--- src/rtl/start_conv_out_q_if.sv ---
// start_conv_out_q_if: conv engine / output writer descriptor-queue bundle.
// slave is the queue's view; master is the engine/writer/testbench view.
interface start_conv_out_q_if #(
  parameter int DEPTH = 4,
  parameter int KW = 16,
  parameter int CGW = 8,
  parameter int AW = 32,
  parameter int WW = 12,
  parameter int PW = 24
);
  localparam int OW = $clog2(DEPTH) + 1;
  logic enable;
  logic isNextVolumeReady;
  logic isPrefetchNextVolume;
  logic isPrefetchNextVolume_next;
  logic out_done;
  logic new_params;
  logic [KW-1:0] new_kOut;
  logic [KW-1:0] ks;
  logic [KW-1:0] kCurLast;
  logic [CGW-1:0] numGroups;
  logic [CGW-1:0] usedCG0;
  logic [CGW-1:0] usedCGLast;
  logic doRes;
  logic doUpSample;
  logic [WW-1:0] outputBufW1;
  logic [WW-1:0] outputBufH1Orig;
  logic [WW-1:0] outW;
  logic [AW-1:0] outputAddr;
  logic [AW-1:0] outputFrameStart;
  logic [PW-1:0] misc_in;
  logic accept;
  logic waiting_out;
  logic isOnOutput;
  logic set_LastOutput;
  logic [KW-1:0] kOut;
  logic [CGW-1:0] outputIdxMax;
  logic doRes_out;
  logic doUpSample_out;
  logic [WW-1:0] outputBufW1_out;
  logic [WW-1:0] outputBufH1_out;
  logic [WW-1:0] outW_out;
  logic [WW-1:0] outW_out2;
  logic [AW-1:0] outputAddr_out;
  logic [AW-1:0] outputFrameStart_out;
  logic [PW-1:0] misc_out;
  logic [OW-1:0] occupancy;
  modport slave (
    input enable, isNextVolumeReady, isPrefetchNextVolume, isPrefetchNextVolume_next,
    input out_done, new_params, new_kOut, ks, kCurLast, numGroups, usedCG0, usedCGLast,
    input doRes, doUpSample, outputBufW1, outputBufH1Orig, outW, outputAddr,
    input outputFrameStart, misc_in,
    output accept, waiting_out, isOnOutput, set_LastOutput, kOut, outputIdxMax,
    output doRes_out, doUpSample_out, outputBufW1_out, outputBufH1_out, outW_out,
    output outW_out2, outputAddr_out, outputFrameStart_out, misc_out, occupancy
  );
  modport master (
    output enable, isNextVolumeReady, isPrefetchNextVolume, isPrefetchNextVolume_next,
    output out_done, new_params, new_kOut, ks, kCurLast, numGroups, usedCG0, usedCGLast,
    output doRes, doUpSample, outputBufW1, outputBufH1Orig, outW, outputAddr,
    output outputFrameStart, misc_in,
    input accept, waiting_out, isOnOutput, set_LastOutput, kOut, outputIdxMax,
    input doRes_out, doUpSample_out, outputBufW1_out, outputBufH1_out, outW_out,
    input outW_out2, outputAddr_out, outputFrameStart_out, misc_out, occupancy
  );
endinterface

--- src/rtl/start_conv_out_q.sv ---
// start_conv_out_q: DEPTH-deep FIFO of output-write descriptors captured on channel-group switch.
// START_CONV_OUT_Q_STATS_EN adds stall_cycles and max_occupancy counters.
module start_conv_out_q #(
  parameter int DEPTH = 4,
  parameter int KW = 16,
  parameter int CGW = 8,
  parameter int AW = 32,
  parameter int WW = 12,
  parameter int PW = 24
) (
  input logic clock,
  input logic resetN,
  start_conv_out_q_if.slave bus
`ifdef START_CONV_OUT_Q_STATS_EN
  ,
  output logic [31:0] stall_cycles,
  output logic [$clog2(DEPTH):0] max_occupancy
`endif
);
  localparam int PTW = $clog2(DEPTH);
  localparam int OW = PTW + 1;
  localparam int DW = CGW + 2 + 4 * WW + 2 * AW + PW;
  logic [OW-1:0] count;
  logic [PTW-1:0] rd, wr;
  logic [DW-1:0] mem [DEPTH];
  logic [DW-1:0] din, head;
  logic [KW-1:0] k_out;
  logic waiting, pop;
  logic [CGW-1:0] idx_max;
  logic [WW-1:0] outw2;
  assign pop = bus.out_done && count != '0;
  assign bus.accept = bus.enable && (count < OW'(DEPTH) || pop);
  // limit is chosen from kOut before this accept's stride is applied
  assign idx_max = (k_out == bus.kCurLast) ? bus.usedCGLast : bus.usedCG0;
  assign outw2 = bus.doUpSample ? bus.outW - bus.outputBufW1 : '0;
  assign din = {idx_max, bus.doRes, bus.doUpSample, bus.outputBufW1, bus.outputBufH1Orig,
                bus.outW, outw2, bus.outputAddr, bus.outputFrameStart, bus.misc_in};
  assign head = (count != '0) ? mem[rd] : '0;
  assign {bus.outputIdxMax, bus.doRes_out, bus.doUpSample_out, bus.outputBufW1_out,
          bus.outputBufH1_out, bus.outW_out, bus.outW_out2, bus.outputAddr_out,
          bus.outputFrameStart_out, bus.misc_out} = head;
  assign bus.isOnOutput = count != '0;
  assign bus.occupancy = count;
  assign bus.kOut = k_out;
  assign bus.waiting_out = waiting;
  assign bus.set_LastOutput = bus.accept && !bus.isNextVolumeReady &&
                              !bus.isPrefetchNextVolume && !bus.isPrefetchNextVolume_next;
  always_ff @(posedge clock or negedge resetN)
    if (!resetN) begin
      count <= '0;
      rd <= '0;
      wr <= '0;
      k_out <= '0;
      waiting <= 1'b0;
      for (int i = 0; i < DEPTH; i++) mem[i] <= '0;
    end else begin
      if (bus.accept) begin
        mem[wr] <= din;
        wr <= wr + PTW'(1);
      end
      if (pop) rd <= rd + PTW'(1);
      count <= count + OW'(bus.accept) - OW'(pop);
      k_out <= bus.new_params ? bus.new_kOut :
               bus.accept ? k_out + KW'(bus.numGroups) + bus.ks : k_out;
      waiting <= bus.accept ? 1'b0 : bus.enable ? 1'b1 : waiting;
    end
`ifdef START_CONV_OUT_Q_STATS_EN
  always_ff @(posedge clock or negedge resetN)
    if (!resetN) begin
      stall_cycles <= '0;
      max_occupancy <= '0;
    end else begin
      if (bus.enable && !bus.accept && stall_cycles != '1) stall_cycles <= stall_cycles + 32'd1;
      if (count > max_occupancy) max_occupancy <= count;
    end
`endif
endmodule

--- src/flat_wrapper.sv ---
// flat-port wrapper written by rule: the top's interface ports become plain ports
module start_conv_out_q_flat 
#(
  parameter int DEPTH = 4,
  parameter int KW = 16,
  parameter int CGW = 8,
  parameter int AW = 32,
  parameter int WW = 12,
  parameter int PW = 24
)
  (clock, resetN, bus_enable, bus_isNextVolumeReady, bus_isPrefetchNextVolume, bus_isPrefetchNextVolume_next, bus_out_done, bus_new_params, bus_new_kOut, bus_ks, bus_kCurLast, bus_numGroups, bus_usedCG0, bus_usedCGLast, bus_doRes, bus_doUpSample, bus_outputBufW1, bus_outputBufH1Orig, bus_outW, bus_outputAddr, bus_outputFrameStart, bus_misc_in, bus_accept, bus_waiting_out, bus_isOnOutput, bus_set_LastOutput, bus_kOut, bus_outputIdxMax, bus_doRes_out, bus_doUpSample_out, bus_outputBufW1_out, bus_outputBufH1_out, bus_outW_out, bus_outW_out2, bus_outputAddr_out, bus_outputFrameStart_out, bus_misc_out, bus_occupancy);
  start_conv_out_q_if #(.DEPTH(DEPTH), .KW(KW), .CGW(CGW), .AW(AW), .WW(WW), .PW(PW)) bus_i ();
  input logic clock;
  input logic resetN;
  input wire logic [$bits(bus_i.enable)-1:0] bus_enable;
  input wire logic [$bits(bus_i.isNextVolumeReady)-1:0] bus_isNextVolumeReady;
  input wire logic [$bits(bus_i.isPrefetchNextVolume)-1:0] bus_isPrefetchNextVolume;
  input wire logic [$bits(bus_i.isPrefetchNextVolume_next)-1:0] bus_isPrefetchNextVolume_next;
  input wire logic [$bits(bus_i.out_done)-1:0] bus_out_done;
  input wire logic [$bits(bus_i.new_params)-1:0] bus_new_params;
  input wire logic [$bits(bus_i.new_kOut)-1:0] bus_new_kOut;
  input wire logic [$bits(bus_i.ks)-1:0] bus_ks;
  input wire logic [$bits(bus_i.kCurLast)-1:0] bus_kCurLast;
  input wire logic [$bits(bus_i.numGroups)-1:0] bus_numGroups;
  input wire logic [$bits(bus_i.usedCG0)-1:0] bus_usedCG0;
  input wire logic [$bits(bus_i.usedCGLast)-1:0] bus_usedCGLast;
  input wire logic [$bits(bus_i.doRes)-1:0] bus_doRes;
  input wire logic [$bits(bus_i.doUpSample)-1:0] bus_doUpSample;
  input wire logic [$bits(bus_i.outputBufW1)-1:0] bus_outputBufW1;
  input wire logic [$bits(bus_i.outputBufH1Orig)-1:0] bus_outputBufH1Orig;
  input wire logic [$bits(bus_i.outW)-1:0] bus_outW;
  input wire logic [$bits(bus_i.outputAddr)-1:0] bus_outputAddr;
  input wire logic [$bits(bus_i.outputFrameStart)-1:0] bus_outputFrameStart;
  input wire logic [$bits(bus_i.misc_in)-1:0] bus_misc_in;
  output wire logic [$bits(bus_i.accept)-1:0] bus_accept;
  output wire logic [$bits(bus_i.waiting_out)-1:0] bus_waiting_out;
  output wire logic [$bits(bus_i.isOnOutput)-1:0] bus_isOnOutput;
  output wire logic [$bits(bus_i.set_LastOutput)-1:0] bus_set_LastOutput;
  output wire logic [$bits(bus_i.kOut)-1:0] bus_kOut;
  output wire logic [$bits(bus_i.outputIdxMax)-1:0] bus_outputIdxMax;
  output wire logic [$bits(bus_i.doRes_out)-1:0] bus_doRes_out;
  output wire logic [$bits(bus_i.doUpSample_out)-1:0] bus_doUpSample_out;
  output wire logic [$bits(bus_i.outputBufW1_out)-1:0] bus_outputBufW1_out;
  output wire logic [$bits(bus_i.outputBufH1_out)-1:0] bus_outputBufH1_out;
  output wire logic [$bits(bus_i.outW_out)-1:0] bus_outW_out;
  output wire logic [$bits(bus_i.outW_out2)-1:0] bus_outW_out2;
  output wire logic [$bits(bus_i.outputAddr_out)-1:0] bus_outputAddr_out;
  output wire logic [$bits(bus_i.outputFrameStart_out)-1:0] bus_outputFrameStart_out;
  output wire logic [$bits(bus_i.misc_out)-1:0] bus_misc_out;
  output wire logic [$bits(bus_i.occupancy)-1:0] bus_occupancy;
  assign bus_i.enable = bus_enable;
  assign bus_i.isNextVolumeReady = bus_isNextVolumeReady;
  assign bus_i.isPrefetchNextVolume = bus_isPrefetchNextVolume;
  assign bus_i.isPrefetchNextVolume_next = bus_isPrefetchNextVolume_next;
  assign bus_i.out_done = bus_out_done;
  assign bus_i.new_params = bus_new_params;
  assign bus_i.new_kOut = bus_new_kOut;
  assign bus_i.ks = bus_ks;
  assign bus_i.kCurLast = bus_kCurLast;
  assign bus_i.numGroups = bus_numGroups;
  assign bus_i.usedCG0 = bus_usedCG0;
  assign bus_i.usedCGLast = bus_usedCGLast;
  assign bus_i.doRes = bus_doRes;
  assign bus_i.doUpSample = bus_doUpSample;
  assign bus_i.outputBufW1 = bus_outputBufW1;
  assign bus_i.outputBufH1Orig = bus_outputBufH1Orig;
  assign bus_i.outW = bus_outW;
  assign bus_i.outputAddr = bus_outputAddr;
  assign bus_i.outputFrameStart = bus_outputFrameStart;
  assign bus_i.misc_in = bus_misc_in;
  assign bus_accept = bus_i.accept;
  assign bus_waiting_out = bus_i.waiting_out;
  assign bus_isOnOutput = bus_i.isOnOutput;
  assign bus_set_LastOutput = bus_i.set_LastOutput;
  assign bus_kOut = bus_i.kOut;
  assign bus_outputIdxMax = bus_i.outputIdxMax;
  assign bus_doRes_out = bus_i.doRes_out;
  assign bus_doUpSample_out = bus_i.doUpSample_out;
  assign bus_outputBufW1_out = bus_i.outputBufW1_out;
  assign bus_outputBufH1_out = bus_i.outputBufH1_out;
  assign bus_outW_out = bus_i.outW_out;
  assign bus_outW_out2 = bus_i.outW_out2;
  assign bus_outputAddr_out = bus_i.outputAddr_out;
  assign bus_outputFrameStart_out = bus_i.outputFrameStart_out;
  assign bus_misc_out = bus_i.misc_out;
  assign bus_occupancy = bus_i.occupancy;
  start_conv_out_q #(.DEPTH(DEPTH), .KW(KW), .CGW(CGW), .AW(AW), .WW(WW), .PW(PW)) u_core (.clock(clock), .resetN(resetN), .bus(bus_i));
endmodule
--- config.mk ---
export PLATFORM = sky130hd
export DESIGN_NAME = start_conv_out_q_flat
export DESIGN_NICKNAME = d
export VERILOG_FILES = /design/src/rtl/start_conv_out_q_if.sv /design/src/rtl/start_conv_out_q.sv /design/src/flat_wrapper.sv
export SDC_FILE = /design/constraint.sdc
export NUM_CORES = 1
export LEC_CHECK = 0
export BUFFER_PORTS_ARGS = -buffer_cell sky130_fd_sc_hd__buf_2
export CAP_MARGIN = 20
export CELL_PAD_IN_SITES_DETAIL_PLACEMENT = 0
export CELL_PAD_IN_SITES_GLOBAL_PLACEMENT = 1
export CORE_ASPECT_RATIO = 1.1
export CORE_MARGIN = 4
export CORE_UTILIZATION = 43
export DETAILED_ROUTE_END_ITERATION = 10
export PLACE_DENSITY = 0.78
export SETUP_SLACK_MARGIN = 0.15
export SKIP_LAST_GASP = 1
export SYNTH_ARGS = -nofsm -noshare
export SYNTH_HDL_FRONTEND = slang
export SYNTH_SLANG_ARGS = --single-unit
--- constraint.sdc ---
create_clock -name clock -period 2.5 [get_ports clock]
set_input_delay 0.25 -clock clock [delete_from_list [all_inputs] [get_ports clock]]
set_output_delay 0.25 -clock clock [all_outputs]
set_load 0.03 [all_outputs]
==> flow_summary.ini <==
[run_status]
outcome = complete, but fails checks
violations = setup timing

[clock_tree]
cts_buffers = 70
insertion_delay_ps = 620
cts.sinks = 608
ctsRootBufferMaster = clkbuf_16
clk_path_buf_depth = 3
cts.clk_slew.worst_paths_ps = 50
h-tree-depth = 3
cts_tree = done

[floorplanning]
die_x_um = 254
num_rows = 99
io_pins = 375
die-area_um2 = 71000
core_um2 = 66300
die_h_um = 279
start_util = 0.433

[place]
dpl.cell_count = 3253
hpwlAfterDp_mm = 48.6
gp_congestion = 0.834
io_buffers = 374

[synth]
synth-async-reset-ratio = 1.00
yosysWarnings = 0
synthDistinctLibCells = 53
syn-num-nets = 2314
synth_edf_count = 0
synth_top_area_frac = 0.530
yosys.area.top_type = dfrtp_1
synthTopCellsByArea = dfrtp_1 (53%), mux2_2 (18%), mux4_2 (11%), and2_1 (3.2%), nand2_1 (2.0%)
synth_area_um2 = 28700
syn_inst = 2059
postSynthAreaPerCell_um2 = 13.9
synth_flop_cell = dfrtp_1
ys_seq_area_frac = 0.530
synth-seq-cells = 608

[setup_path]
critPathKind = flop to primary output
crit_path_end_kind = primary output
start_kind = flop
path_max_fanout = 6
r2r_slack_ps = -110
required_ps = 2250
crit_arrival_ps = 2440

[cells_and_area]
fin_cells = 3574
fin_util = 0.574
finish.net_count = 2915
regArea_um2 = 15200
multi_input_area_um2 = 13300
drive_above_1_share = 0.510
n_fill_cell = 5178
area_delta_synth_final_pct = 32.5

[worst_hold_path]
hp-class = input port to flop

[global_routing]
grt_overflow_total = 0
grt_max_degree = 113
antenna_found_initial = 4
grt_pass1_vias = 21673
grtUsageTotal = 0.217
grt_pass1_wl_mm = 122

[power]
leakage_nw = 17.0
comb_power_share = 0.542
clkPwrFrac = 0.170
power_mw = 59.5
p_sw_frac = 0.367
p_seq_frac = 0.288
powerDensity_nw_per_um2 = 1560
p_int_mw = 37.7
ir_drop_mv = 1.16
switchingPower_mw = 21.9

[timing]
slew_viol_final = 0
timing.fmax_mhz = 372
setup_violations = 148
maxSlewHeadroom = 0.539
grt_setup_unrepaired = yes
finClkSkew_ps = 16.7
hold_viol_final = 0
layout_min_cycle_time_ps = 2690
finalCritPeriodShare = 1.07
fin_ws_ps = -187
finalSetupTns_ps = -14110
tightestPinTransition_ps = 691

[drt]
post-route-drc-count = 0
wl_per_cell_um = 21.9
routed-wl-met2_mm = 40.3
totalWireLength_mm = 78.4
maxUsedRoutingLayer = met5
dr.pass1.iters = 4
antenna_left = 0
met3_length_mm = 3.68
met1_length_mm = 32.8
drt-vias-per-instance = 5.40
drt_iter0_markers = 800
num_vias = 19304

[run]
drv_cap = 0
-- per-layer routing --
metal,track usage,vias up
met5,0,-
met4,0.0646,2
met3,0.0426,99
met2,0.374,392
met1,0.281,10147
li1,-,8664
-- area by class of cell --
class,instances,area share
Sequential cell,608,0.400
Clock buffer,104,0.0521
Antenna cell,3,0.000197
Inverter,30,0.00296
Multi-Input combinational cell,1285,0.349
Timing Repair Buffer,665,0.160
Tap cell,858,0.0282
Clock inverter,21,0.00720
-- critical path, stage by stage, from the launching register on --
cell and delay, ps:
dfrtp_4 490, buf_12 160, buf_16 160, buf_12 130, buf_12 130, mux4_2 440
and2_4 180, buf_6 130
-- final timing paths --
kind / startpoint / to / depth (start not counted)
max in group asynchronous: resetN / u_core.mem[49]$_DFFE_PN0P_ / 3
min in group asynchronous: resetN / u_core.mem[416]$_DFFE_PN0P_ / 2
min: bus_usedCG0[0] / u_core.mem[284]$_DFFE_PN0P_ / 3
max: u_core.rd[0]$_DFFE_PN0P_ / bus_outputAddr_out[10] / 7
max reg2reg: u_core.bus.kOut[1]$_DFFE_PN0P_ / u_core.bus.kOut[7]$_DFFE_PN0P_ / 11
min reg2reg: u_core.mem[424]$_DFFE_PN0P_ / u_core.mem[424]$_DFFE_PN0P_ / 2
-- through the flow --
stage	cell area [µm²]	setup WS [ps]	hold WS, ps
3_5_place_dp	32300	-237	227
3_3_place_gp	32300	-172	222
2_1_floorplan	28800	-148	-45.6
4_1_cts	37000	-233	3.60
6_report	38000	-187	51.8
5_1_grt	38000	-235	47.0
-- cell families (layout without fill, tap and decap cells) --
group / Yosys count / after routing / synth area share
AOI/OAI and AO/OA: 204 / 204 / 0.0409
xor gates and xnor gates: 36 / 36 / 0.0112
adders and majority gates: 49 / 49 / 0.0242
buffers and inverters: 166 / 820 / 0.0247
DFF: 608 / 608 / 0.530
muxes: 629 / 629 / 0.303
other: 0 / 3 / 0
and+or+nand+nor: 367 / 367 / 0.0660
-- cells in the mapped netlist, types with 9 or more instances --
cell type,instances
fa_1,11
nor2_1,16
clkbuf_1,50
mux4_2,146
inv_1,28
a21oi_1,24
buf_1,19
mux2_2,468
nand2_1,155
o21ai_0,82
mux2i_1,15
ha_1,38
dfrtp_1,608
o31ai_1,11
xnor2_1,31
and2_1,149
buf_2,66
o21ai_1,48
nor3_1,9
nor3b_1,9
-- cells in the final DEF (no fill, tap or decap), drive strengths merged, types with 2 or more instances in the layout --
cell type,n
bufinv,4
o211ai,4
nor3b,9
nor2b,3
clkbuf,112
a21o,7
buf,502
o21ai,130
ha,38
a211oi,6
nand4,5
nand3,7
nor4,3
a211o,3
nand2b,4
o31a,3
dlygate4sd3,155
and2,149
xor2,4
xnor2,32
nand2,155
o21bai,2
nor2,16
o31ai,11
inv,36
clkinvlp,2
or3,3
o21a,5
a21oi,24
mux4,146
dfrtp,608
mux2i,15
a2111oi,2
mux2,468
clkinv,9
fa,11
diode,3
nor3,10
-- power groups by stage --
stage | Sequential (mW) | Combinational, mW | Clock [mW]
6_report | 17.2 | 32.3 | 10.1
4_1_cts | 17.1 | 29.0 | 10.4
3_5_place_dp | 17.3 | 26.2 | 0
3_3_place_gp | 16.8 | 25.7 | 0
5_1_grt | 17.7 | 34.3 | 10.8
2_1_floorplan | 16.5 | 18.8 | 0
-- state kept, by name, indices dropped and copies added (netlist names) --
name                    flops
u_core.bus.occupancy        3
u_core.wr                   2
u_core.mem                584
u_core.rd                   2
u_core.bus.waiting_out      1
u_core.bus.kOut            16
-- timing repair --
| item | 4_1_cts | 5_1_grt |
|---|---|---|
| buffers inserted | 14 | 6 |
| gates cloned | 9 | 9 |
| endpoints found under the hold margin | 653 | 0 |
| pin swaps | 19 | 14 |
| hold buffers | 155 | 0 |
| setup endpoints to repair | 160 | 162 |
| gates resized for setup | 151 | 302 |
No activity file was read; power rests on OpenSTA's default activity.
